`src/rtl/rail_gate_pkg.sv`:
```
`default_nettype none
// ============================================================================
//  Module      : rail_gate_pkg
//  Description : Shared light codes and train presence detector state
//                encoding, plus a timer-width helper.
//  Revision    : 1.0  initial release
// ============================================================================
package rail_gate_pkg;

   // Track light codes, shared with the gate controller
   typedef enum logic [1:0] {
      RED    = 2'd0,
      YELLOW = 2'd1,
      GREEN  = 2'd2
   } light_e;

   // Presence detector state encoding
   typedef enum logic [1:0] {
      IDLE     = 2'd0,
      REQ      = 2'd1,
      OCCUPIED = 2'd2,
      CLEARING = 2'd3
   } det_state_e;

   // Bits needed for a timer that counts from 0 up to and including limit
   function automatic int tmr_width(input int limit);
      return (limit < 1) ? 1 : $clog2(limit + 1);
   endfunction

endpackage
`default_nettype wire

```
`src/rtl/train_presence_detector_if.sv`:
```
`default_nettype none
// ============================================================================
//  Module      : train_presence_detector_if
//  Description : Trackside sensors, returned track light and the occupancy
//                request/status bundle of the train presence detector.
//                master = trackside / gate controller side, slave = detector.
//  Revision    : 1.0  initial release
// ============================================================================
interface train_presence_detector_if
   import rail_gate_pkg::*;
#(
   parameter int CNT_W = 8
);
   logic             entry_sensor;
   logic             exit_sensor;
   light_e           track;
   logic             train;
   logic [CNT_W-1:0] axle_count;
   logic             fault;
   logic             grant_timeout;

   modport master (
      output entry_sensor, exit_sensor, track,
      input  train, axle_count, fault, grant_timeout
   );

   modport slave (
      input  entry_sensor, exit_sensor, track,
      output train, axle_count, fault, grant_timeout
   );
endinterface
`default_nettype wire

```
`src/rtl/train_presence_detector_debounce.sv`:
```
`default_nettype none
// ============================================================================
//  Module      : sensor_debounce
//  Description : 2-FF synchronizer, level debouncer requiring DEB_CYCLES
//                consecutive differing samples, and a one-cycle pulse on each
//                accepted 0->1 level change.
//  Revision    : 1.0  initial release
// ============================================================================
module sensor_debounce #(
   parameter int DEB_CYCLES = 4
) (
   input  wire logic clk,
   input  wire logic clr,
   input  wire logic i_raw,
   output logic      o_pulse
);
   localparam int                 c_DEB_W    = $clog2(DEB_CYCLES + 1);
   localparam logic [c_DEB_W-1:0] c_DEB_LAST = c_DEB_W'(DEB_CYCLES - 1);

   logic               r_meta;
   logic               r_sync;
   logic               r_level;
   logic [c_DEB_W-1:0] r_cnt;
   logic               r_pulse;

   // Bring the raw trackside level into the clk domain
   always_ff @(posedge clk or posedge clr) begin
      if (clr) begin
         r_meta <= 1'b0;
         r_sync <= 1'b0;
      end else begin
         r_meta <= i_raw;
         r_sync <= r_meta;
      end
   end

   // Accept a new level only after DEB_CYCLES consecutive differing samples;
   // the accepting edge also emits the rising-edge pulse
   always_ff @(posedge clk or posedge clr) begin
      if (clr) begin
         r_level <= 1'b0;
         r_cnt   <= '0;
         r_pulse <= 1'b0;
      end else begin
         r_pulse <= 1'b0;
         if (r_sync == r_level) begin
            r_cnt <= '0;
         end else if (r_cnt == c_DEB_LAST) begin
            r_level <= r_sync;
            r_cnt   <= '0;
            r_pulse <= r_sync;
         end else begin
            r_cnt <= r_cnt + 1'b1;
         end
      end
   end

   assign o_pulse = r_pulse;

endmodule
`default_nettype wire

```
`src/rtl/train_presence_detector.sv`:
```
`default_nettype none
// ============================================================================
//  Module      : train_presence_detector
//  Description : Counts axles into/out of the crossing section, raises the
//                registered `train` request while occupied, holds it for
//                CLEAR_HOLD cycles after the section empties, and flags
//                counter faults and a missing GREEN grant.
//                Optional macro AXLE_FAULT_LOCK_EN: once fault is set,
//                `train` is forced high until clr.
//  Revision    : 1.0  initial release
// ============================================================================
module train_presence_detector
   import rail_gate_pkg::*;
#(
   parameter int CNT_W         = 8,
   parameter int DEB_CYCLES    = 4,
   parameter int CLEAR_HOLD    = 8,
   parameter int GRANT_TIMEOUT = 16
) (
   input  wire logic                  clk,
   input  wire logic                  clr,
   train_presence_detector_if.slave   bus
);
   localparam logic [CNT_W-1:0]   c_CNT_MAX    = '1;
   localparam int                 c_GTO_W      = tmr_width(GRANT_TIMEOUT);
   localparam int                 c_HOLD_W     = tmr_width(CLEAR_HOLD);
   localparam logic [c_GTO_W-1:0] c_GTO_LIMIT  = c_GTO_W'(GRANT_TIMEOUT);
   localparam logic [c_HOLD_W-1:0] c_HOLD_LIMIT = c_HOLD_W'(CLEAR_HOLD);

   logic                w_entry_pulse;
   logic                w_exit_pulse;

   logic [CNT_W-1:0]    r_count;
   logic [CNT_W-1:0]    w_count_nxt;
   logic                r_fault;
   logic                w_fault_nxt;

   det_state_e          r_state;
   det_state_e          w_state_nxt;
   logic [c_GTO_W-1:0]  r_gto_tmr;
   logic [c_GTO_W-1:0]  w_gto_tmr_nxt;
   logic [c_GTO_W-1:0]  w_gto_inc;
   logic [c_HOLD_W-1:0] r_hold_tmr;
   logic [c_HOLD_W-1:0] w_hold_tmr_nxt;
   logic [c_HOLD_W-1:0] w_hold_inc;
   logic                r_gto_flag;
   logic                w_gto_flag_nxt;
   logic                r_train;
   logic                w_train_nxt;

   sensor_debounce #(.DEB_CYCLES(DEB_CYCLES)) u_entry_deb (
      .clk     (clk),
      .clr     (clr),
      .i_raw   (bus.entry_sensor),
      .o_pulse (w_entry_pulse)
   );

   sensor_debounce #(.DEB_CYCLES(DEB_CYCLES)) u_exit_deb (
      .clk     (clk),
      .clr     (clr),
      .i_raw   (bus.exit_sensor),
      .o_pulse (w_exit_pulse)
   );

   // Net axle count: saturate at both ends and flag the attempt
   always_comb begin
      w_count_nxt = r_count;
      w_fault_nxt = r_fault;
      if (w_entry_pulse && !w_exit_pulse) begin
         if (r_count == c_CNT_MAX) w_fault_nxt = 1'b1;
         else                      w_count_nxt = r_count + 1'b1;
      end else if (w_exit_pulse && !w_entry_pulse) begin
         if (r_count == '0) w_fault_nxt = 1'b1;
         else               w_count_nxt = r_count - 1'b1;
      end
   end

   // Axle count and sticky fault registers
   always_ff @(posedge clk or posedge clr) begin
      if (clr) begin
         r_count <= '0;
         r_fault <= 1'b0;
      end else begin
         r_count <= w_count_nxt;
         r_fault <= w_fault_nxt;
      end
   end

   // The FSM looks at the count being loaded this edge, so train moves on
   // the same edge as axle_count
   assign w_gto_inc  = (r_gto_tmr  == c_GTO_LIMIT)  ? r_gto_tmr  : r_gto_tmr  + 1'b1;
   assign w_hold_inc = (r_hold_tmr == c_HOLD_LIMIT) ? r_hold_tmr : r_hold_tmr + 1'b1;

   // Next state, timers, grant-timeout flag and the train request
   always_comb begin
      w_state_nxt    = r_state;
      w_gto_tmr_nxt  = r_gto_tmr;
      w_hold_tmr_nxt = r_hold_tmr;
      w_gto_flag_nxt = r_gto_flag;
      case (r_state)
         IDLE: begin
            if (w_count_nxt != '0) begin
               w_state_nxt   = REQ;
               w_gto_tmr_nxt = '0;
            end
         end
         REQ: begin
            w_gto_tmr_nxt = w_gto_inc;
            if (w_gto_inc == c_GTO_LIMIT) w_gto_flag_nxt = 1'b1;
            if (w_count_nxt == '0) begin
               w_state_nxt    = CLEARING;
               w_hold_tmr_nxt = '0;
            end else if (bus.track == GREEN) begin
               w_state_nxt = OCCUPIED;
            end
         end
         OCCUPIED: begin
            if (w_count_nxt == '0) begin
               w_state_nxt    = CLEARING;
               w_hold_tmr_nxt = '0;
            end
         end
         CLEARING: begin
            if (w_count_nxt != '0) begin
               if (bus.track == GREEN) begin
                  w_state_nxt = OCCUPIED;
               end else begin
                  w_state_nxt   = REQ;
                  w_gto_tmr_nxt = '0;
               end
            end else begin
               w_hold_tmr_nxt = w_hold_inc;
               if (w_hold_inc == c_HOLD_LIMIT) w_state_nxt = IDLE;
            end
         end
         default: begin
            w_state_nxt = IDLE;
         end
      endcase
`ifdef AXLE_FAULT_LOCK_EN
      // Fail-safe: a counting fault keeps the gate closed until clr
      w_train_nxt = (w_state_nxt != IDLE) || w_fault_nxt;
`else
      w_train_nxt = (w_state_nxt != IDLE);
`endif
   end

   // State, timers and registered outputs
   always_ff @(posedge clk or posedge clr) begin
      if (clr) begin
         r_state    <= IDLE;
         r_gto_tmr  <= '0;
         r_hold_tmr <= '0;
         r_gto_flag <= 1'b0;
         r_train    <= 1'b0;
      end else begin
         r_state    <= w_state_nxt;
         r_gto_tmr  <= w_gto_tmr_nxt;
         r_hold_tmr <= w_hold_tmr_nxt;
         r_gto_flag <= w_gto_flag_nxt;
         r_train    <= w_train_nxt;
      end
   end

   assign bus.train         = r_train;
   assign bus.axle_count    = r_count;
   assign bus.fault         = r_fault;
   assign bus.grant_timeout = r_gto_flag;

endmodule
`default_nettype wire
```
`src/flat_wrapper.sv`:
```
// flat-port wrapper written by rule: the top's interface ports become plain ports
module train_presence_detector_flat import rail_gate_pkg::*;
#(
   parameter int CNT_W         = 8,
   parameter int DEB_CYCLES    = 4,
   parameter int CLEAR_HOLD    = 8,
   parameter int GRANT_TIMEOUT = 16
)
  (clk, clr, bus_entry_sensor, bus_exit_sensor, bus_track, bus_train, bus_axle_count, bus_fault, bus_grant_timeout);
  train_presence_detector_if #(.CNT_W(CNT_W)) bus_i ();
  input  wire logic clk;
  input  wire logic clr;
  input wire logic [$bits(bus_i.entry_sensor)-1:0] bus_entry_sensor;
  input wire logic [$bits(bus_i.exit_sensor)-1:0] bus_exit_sensor;
  input wire logic [$bits(bus_i.track)-1:0] bus_track;
  output wire logic [$bits(bus_i.train)-1:0] bus_train;
  output wire logic [$bits(bus_i.axle_count)-1:0] bus_axle_count;
  output wire logic [$bits(bus_i.fault)-1:0] bus_fault;
  output wire logic [$bits(bus_i.grant_timeout)-1:0] bus_grant_timeout;
  assign bus_i.entry_sensor = bus_entry_sensor;
  assign bus_i.exit_sensor = bus_exit_sensor;
  assign bus_i.track = bus_track;
  assign bus_train = bus_i.train;
  assign bus_axle_count = bus_i.axle_count;
  assign bus_fault = bus_i.fault;
  assign bus_grant_timeout = bus_i.grant_timeout;
  train_presence_detector #(.CNT_W(CNT_W), .DEB_CYCLES(DEB_CYCLES), .CLEAR_HOLD(CLEAR_HOLD), .GRANT_TIMEOUT(GRANT_TIMEOUT)) u_core (.clk(clk), .clr(clr), .bus(bus_i));
endmodule
```
`config.mk`:
```
export PLATFORM = sky130hd
export DESIGN_NAME = train_presence_detector_flat
export DESIGN_NICKNAME = d
export VERILOG_FILES = /design/src/rtl/rail_gate_pkg.sv /design/src/rtl/train_presence_detector_if.sv /design/src/rtl/train_presence_detector_debounce.sv /design/src/rtl/train_presence_detector.sv /design/src/flat_wrapper.sv
export SDC_FILE = /design/constraint.sdc
export NUM_CORES = 1
export LEC_CHECK = 0
export CAP_MARGIN = 20
export CORE_MARGIN = 2
export CORE_UTILIZATION = 52
export CTS_BUF_LIST = sky130_fd_sc_hd__clkbuf_8
export CTS_CLUSTER_SIZE = 28
export DETAILED_ROUTE_END_ITERATION = 12
export GPL_TIMING_DRIVEN = 0
export MAX_ROUTING_LAYER = met4
export PLACE_DENSITY = 0.72
export SLEW_MARGIN = 20
export SYNTH_ARGS = -nofsm -noshare
export SYNTH_HDL_FRONTEND = slang
export SYNTH_HIERARCHICAL = 1
export SYNTH_SLANG_ARGS = --single-unit
export TNS_END_PERCENT = 20
```
`constraint.sdc`:
```
create_clock -name clk -period 8.2 [get_ports clk]
set_input_delay 1.23 -clock clk [delete_from_list [all_inputs] [get_ports clk]]
set_output_delay 1.23 -clock clk [all_outputs]
set_load 0.1 [all_outputs]
```
==> reports/qor.csv, run 1 <==
stage,metric,value,unit
floorplan,die width,72.5,microns
detailed_routing,drt drc,0,
global_route,via count of the first global-routing pass,1744,
synthesis,top cell type's share of synthesized area,36.9,%
timing,"Setup violations, final",0,
timing,count of final hold-check violations,0,
synthesis,Synth Area in XOR/XNOR,2.51,%
placement,Cell Count Post-Placement,315,
global_route,largest net degree at the start of global routing,23,
synthesis,Synth Area per Inst,9.87,sq um
timing,Slew @ Worst Pin,0.967,ns
timing,TNS Setup,0,ns
timing,Tcrit/Tclk final,39.5,%
timing,crit path time final,3.24,ns
synthesis,Seq cells post-synth,36,
cells_and_area,fillers,373,
global_route,total global-route track usage,20.2,%
synthesis,Post-synth top flop,dfrtp_1,
floorplan,Die Height,72.5,microns
worst_hold_path,hold depth,0,
synthesis,post-synthesis mux area share,3.08,%
synthesis,"EDFF count, synth",0,
detailed_routing,antenna violation net count after detailed routing,0,
detailed_routing,post-DR vias/cell,5.94,
setup_path,critical setup path kind,register to output port,
synthesis,register area share after synthesis,36.9,%
synthesis,dominant combinational cell family by area after synthesis,simple AND/OR/NAND/NOR gates,
job,total of max-cap violations,0,
cells_and_area,Final Instance Area,0.00275,sq mm
synthesis,"Async S/R FF share, synth",100,%
floorplan,core area,0.00444,sq mm
cells_and_area,share of layout cells above drive strength 1,15.1,%
cells_and_area,post-route non-filler standard cell count,323,
power,Overall Power,1.03,mW
timing,RSZ-0062 raised after global routing,no,
detailed_routing,routed via count,1919,
timing,Rel. slew slack,35.3,%
power,power per standard cell area,373,mW/mm^2
setup_path,worst path cell trace,clkdlybuf4s50_1,
detailed_routing,drt pass-1 iters,4,
floorplan,initial core utilization,54.9,%
synthesis,Yosys warning count,6,
setup_path,max incr delay on CP,1.20,ns
cells_and_area,n_diodes,0,
cts,H-Tree Depth,2,
cts,post-cts sizing count,0,
timing,max-slew violations,0,
cts,clk root buf,clkbuf_8,
setup_path,Reg-to-Reg End,u_core/bus.train,
placement,dpl cell area,0.00266,sq mm
detailed_routing,DRT Wirelength,4780,microns
setup_path,CP Buf/Inv Count,1,
detailed_routing,Avg WL per Cell,14.8,microns
synthesis,"top cells by area, synth","dfrtp_1 (37%), ha_1 (8.2%), inv_1 (2.8%)",
setup_path,Reg2Reg Depth,10,
floorplan,Die Footprint,0.00525,sq mm
timing,worst setup margin,4.96,ns
placement,PortBufs,16,
global_route,antenna violations before repair,0,
cells_and_area,most frequent cells in the layout,"dfrtp_1 (36), inv_1 (20), clkdlybuf4s50_1 (16), nand2_1 (16), ha_1 (16)",
synthesis,mapped cell area,0.00244,sq mm
cts,Clock Tree Buf Depth,2,
setup_path,worst endpoint data arrival time,2.01,ns
global_route,gr ovfl total,0,
setup_path,Critical Path Sink Type,output port,
cells_and_area,Nets,292,
outcome,status,completed,
power,peak supply drop,220,uV
cts,setup bufs post-CTS,0,
setup_path,critical path's top delay family,buffers and inverters,
cts,# clock sinks,36,
setup_path,CP startpoint kind,register,
placement,routability cong.,0.861,
global_route,first-pass GRT wire length,8050,microns
timing,Fmax,309,MHz
synthesis,Compound-Gate Fraction of Synth Area,20.0,%
setup_path,RR Startpoint,u_core/bus.axle_count[0],
setup_path,Worst Path Required,6.97,ns
synthesis,Synth Area in Adders,8.21,%
floorplan,Cell Rows,24,
cts,CTS buffer count,5,
placement,HPWL Detailed,3480,microns
cts,Worst-path clk slew,0.07,ns
worst_hold_path,Worst Hold Path EP,u_core/u_entry_deb/r_sync,
detailed_routing,DRT iter0 DRCs,197,
synthesis,Post-Synth Simple-Gate Area,23.4,%
synthesis,post-synth cell types,64,
cts,TritonCTS clock tree,yes,
power,P_leak,1.21,nW
placement,Post-Place Worst Slack,5.03,ns
cells_and_area,Area Overhead vs Synth,12.9,%
cts,CTS Hold Bufs,0,
setup_path,crit path max fanout,8,
synthesis,syn nets,269,
synthesis,post-synthesis cell count,247,
cts,Worst-Skew Late Latency,0.29,ns
worst_hold_path,type of the tightest min-delay check,register to register,
worst_hold_path,min-delay src,u_core/u_entry_deb/r_meta,
timing,Setup Skew,0.00917,ns
cells_and_area,"most common cell after layout, fill and taps aside",dfrtp_1,
floorplan,Ports,17,
setup_path,r2r setup slk,5.01,ns
setup_path,"Slowest-stage cell, CP",clkdlybuf4s50_1,
synthesis,post-synth top area cell,dfrtp_1,
==> worst max path at each step <==
stage                     cells after the start           endpoint                      from
after floorplan                              10   u_core/bus.train  u_core/bus.axle_count[0]
after global placement                       10   u_core/bus.train  u_core/bus.axle_count[0]
after detailed placement                     10   u_core/bus.train  u_core/bus.axle_count[0]
after CTS                                     1  bus_axle_count[2]  u_core/bus.axle_count[2]
after global routing                         10   u_core/bus.train  u_core/bus.axle_count[0]
final                                         1  bus_axle_count[2]  u_core/bus.axle_count[2]
==> synth_stat cells (all sizes together) (2+ instances only) <==
master,number
nor2,13
nand2b,2
xor2,4
inv,18
mux2i,3
nand2,16
and2,2
a2111oi,2
a211oi,3
nor3,11
nor4,3
a21boi,2
nor2b,6
o2111ai,2
o21bai,2
a21o,4
o31ai,7
nor3b,6
dfrtp,36
a31oi,7
nand3b,2
a311o,2
clkbuf,2
ha,16
or3,2
xnor2,3
and3b,2
and3,5
nor4b,2
a21oi,5
a41oi,2
o21ai,11
buf,5
nand4,3
and2b,2
nand3,13
a22o,2
mux2,4
==> cell families (layout without fill, tap and decap cells) <==
family                     count (synthesis)  in the layout
AOI/OAI and AO/OA                         61             61
xor gates and xnor gates                   7              7
DFF                                       36             36
buffers and inverters                     25             49
muxes                                      7              7
and+or+nand+nor                           95             95
adders and majority gates                 16             16
==> area by class of cell <==
type                            count  area (sq um)  share of cell area (%)
Multi-Input combinational cell    186          1390                    50.6
Buffer                              7          76.3                    2.77
Sequential cell                    36           901                    32.7
Clock buffer                        6          82.6                    3.00
Clock inverter                      2          7.51                   0.273
Inverter                           18          67.6                    2.45
Tap cell                           52          65.1                    2.36
Timing Repair Buffer               16           160                    5.82
==> routing by layer <==
layer	up-vias	GRT usage, %	part of all wire, %
li1	961	-	-
met1	905	27.2	50
met2	47	30.1	44
met3	6	4.72	4.1
met4	0	6.79	1.4
met5	-	-	0
==> registers in the layout (all words and copies together), names as in the netlist, 2 cells and up <==
signal / flops
u_core/bus.axle_count: 8
u_core/r_gto_tmr: 5
u_core/r_hold_tmr: 4
u_core/u_entry_deb/r_cnt: 3
u_core/u_exit_deb/r_cnt: 3
u_core/r_state: 2
==> through the flow <==
stage,util [%],hold WS (ns)
2_1_floorplan,-,0.331
3_3_place_gp,59.9,0.334
3_5_place_dp,59.9,0.342
4_1_cts,62.0,0.341
5_1_grt,62.0,0.343
6_report,62.0,0.338
==> report_power, final <==
group | internal (mW) | leakage [nW] | switching (mW)
registers | 0.229 | 0.464 | 0.0604
clock network | 0.0660 | 0.0538 | 0.0592
logic | 0.211 | 0.696 | 0.401
Note: power is estimated with default switching activity, not from simulation.
==> run 2: changes to the inputs <==
PLACE_DENSITY = 0.75   (was 0.72)
clock period = 2.6 ns   (was 8.2 ns; I/O delays follow)
==> reports/qor.csv, run 2 (same netlist as run 1, synthesis figures left out) <==
stage,metric,value,unit
outcome,status,"finished, violations left",
outcome,failing checks,setup timing,
floorplan,Die Height,72.5,microns
detailed_routing,post-DR vias/cell,6.25,
floorplan,Die Footprint,0.00525,sq mm
timing,"Setup violations, final",12,
global_route,via count of the first global-routing pass,2101,
setup_path,worst endpoint data arrival time,3.07,ns
cells_and_area,max reg flops,8,
cells_and_area,Final Instance Area,0.00321,sq mm
detailed_routing,Avg WL per Cell,17.3,microns
placement,PortBufs,16,
power,peak supply drop,707,uV
floorplan,core area,0.00444,sq mm
cells_and_area,Layout Utilization,72.3,%
cts,Worst-path clk slew,0.08,ns
setup_path,critical setup path kind,register to register,
detailed_routing,drt drc,0,
cells_and_area,share of layout cells above drive strength 1,35.6,%
setup_path,Worst Path Required,2.77,ns
placement,dpl cell area,0.00271,sq mm
floorplan,Cell Rows,24,
setup_path,"Slowest-stage cell, CP",dfrtp_1,
detailed_routing,drt pass-1 iters,8,
power,Overall Power,3.95,mW
floorplan,die width,72.5,microns
cells_and_area,"most common cell after layout, fill and taps aside",dfrtp_1,
cells_and_area,post-route non-filler standard cell count,347,
power,P_leak,1.36,nW
global_route,gr ovfl total,0,
global_route,first-pass GRT wire length,9720,microns
timing,Slew @ Worst Pin,0.978,ns
global_route,antenna violations before repair,0,
cells_and_area,Nets,316,
power,power per standard cell area,1230,mW/mm^2
floorplan,initial core utilization,54.9,%
placement,HPWL Detailed,3540,microns
cts,Clock Tree Buf Depth,2,
job,total of max-cap violations,0,
timing,Fmax,345,MHz
cells_and_area,most frequent cells in the layout,"dfrtp_1 (28), buf_4 (24), clkdlybuf4s50_1 (16), nand2_1 (16), inv_1 (15)",
setup_path,most frequent CP cell,buf_4,
worst_hold_path,type of the tightest min-delay check,register to register,
detailed_routing,DRT Wirelength,6000,microns
detailed_routing,DRT iter0 DRCs,190,
setup_path,crit path max fanout,7,
cts,H-Tree Depth,2,
cts,# clock sinks,36,
floorplan,Ports,17,
cells_and_area,Area Overhead vs Synth,31.8,%
cts,Worst-Skew Late Latency,0.30,ns
timing,Setup Skew,0.0187,ns
timing,max-slew violations,0,
setup_path,max incr delay on CP,0.40,ns
timing,worst setup margin,-0.296,ns
global_route,largest net degree at the start of global routing,23,
timing,count of final hold-check violations,0,
timing,RSZ-0062 raised after global routing,yes,
timing,Tcrit/Tclk final,111,%
setup_path,Critical Path Sink Type,register,
setup_path,CP startpoint kind,register,
detailed_routing,routed via count,2169,
cts,TritonCTS clock tree,yes,
cts,CTS buffer count,5,
global_route,total global-route track usage,24.4,%
cells_and_area,n_diodes,0,
detailed_routing,antenna violation net count after detailed routing,0,
placement,Cell Count Post-Placement,315,
cts,clk root buf,clkbuf_8,
setup_path,worst path cell trace,buf_4 > ha_4 > nor2b_2 > nand2_1 > a311o_1 > a2111oi_4 > buf_4 > nand3_2 > buf_6 > mux2i_1 > o211a_1 > or2_1,
placement,routability cong.,0.928,
timing,crit path time final,2.90,ns
timing,Rel. slew slack,34.6,%
-- run 2: changes by cell type in the layout (fill, tap and decap cells not counted), sizes merged --
cell / previous run / this run
buf: 5 / 29
inv: 20 / 18
bufinv: 0 / 1
clkbuf: 8 / 7
clkinv: 0 / 1
clkinvlp: 0 / 1
-- run 2: power by group --
group	switching, mW	total [mW]	internal [mW]
clock network	0.221	0.505	0.284
registers	0.216	0.960	0.744
logic	1.50	2.49	0.984
total	1.94	3.95	2.01
-- run 2: cell type report --
class	instances	area (sq um)
Inverter	18	72.6
Clock buffer	5	68.8
Sequential cell	36	918
Timing Repair Buffer	40	364
Multi-Input combinational cell	186	1600
Buffer	7	87.6
Fill cell	324	1230
Clock inverter	3	42.5
Tap cell	52	65.1
-- run 2: path summary, 6_finish.rpt --
| path | startpoint | to | slack, ns | depth (start not counted) |
|---|---|---|---|---|
| worst max register to register | u_core/u_entry_deb/o_pulse | u_core/bus.train | -0.30 | 12 |
| min in group asynchronous | clr | u_core/u_exit_deb/o_pulse | 0.36 | 2 |
| worst min-delay path | u_core/u_entry_deb/r_meta | u_core/u_entry_deb/r_sync | 0.35 | 0 |
| worst max-delay path | u_core/u_entry_deb/o_pulse | u_core/bus.train | -0.30 | 12 |
| max in group asynchronous | clr | u_core/bus.axle_count[7] | 1.72 | 3 |
| worst min register to register | u_core/u_entry_deb/r_meta | u_core/u_entry_deb/r_sync | 0.35 | 0 |
-- run 2: metrics by stage --
| stage | worst slack, ns | hold WS [ns] | TNS [ns] |
|---|---|---|---|
| after global placement | -0.450 | 0.333 | -3.10 |
| final | -0.296 | 0.353 | -1.86 |
| after global routing | -0.382 | 0.359 | -2.99 |
| after CTS | -0.268 | 0.354 | -1.40 |
| after floorplan | -0.304 | 0.193 | -1.82 |
| after detailed placement | -0.457 | 0.336 | -3.61 |
-- run 2: timing repair --
action | in CTS | in global routing
endpoints found under the setup margin | 12 | 12
pin swaps | 16 | 16
gates resized for setup | 20 | 21
hold buffers | 0 | 0
setup buffers | 16 | 7
-- run 2: per-layer routing --
layer / track usage, % / up-vias / wire [microns]
li1: - / 1011 / -
met1: 32.2 / 1056 / 2580
met2: 35.9 / 86 / 2930
met3: 4.72 / 16 / 331
met4: 12.3 / 0 / 164
met5: - / - / 0
-- run 2: critical path: cells and delay by family, from the launching register on --
family	cells	cell delay [ns]
adders and majority gates	1	0.19
buffers and inverters	3	0.49
AOI/OAI and AO/OA	3	0.91
muxes	1	0.11
and+or+nand+nor	4	0.67
DFF	1	0.40
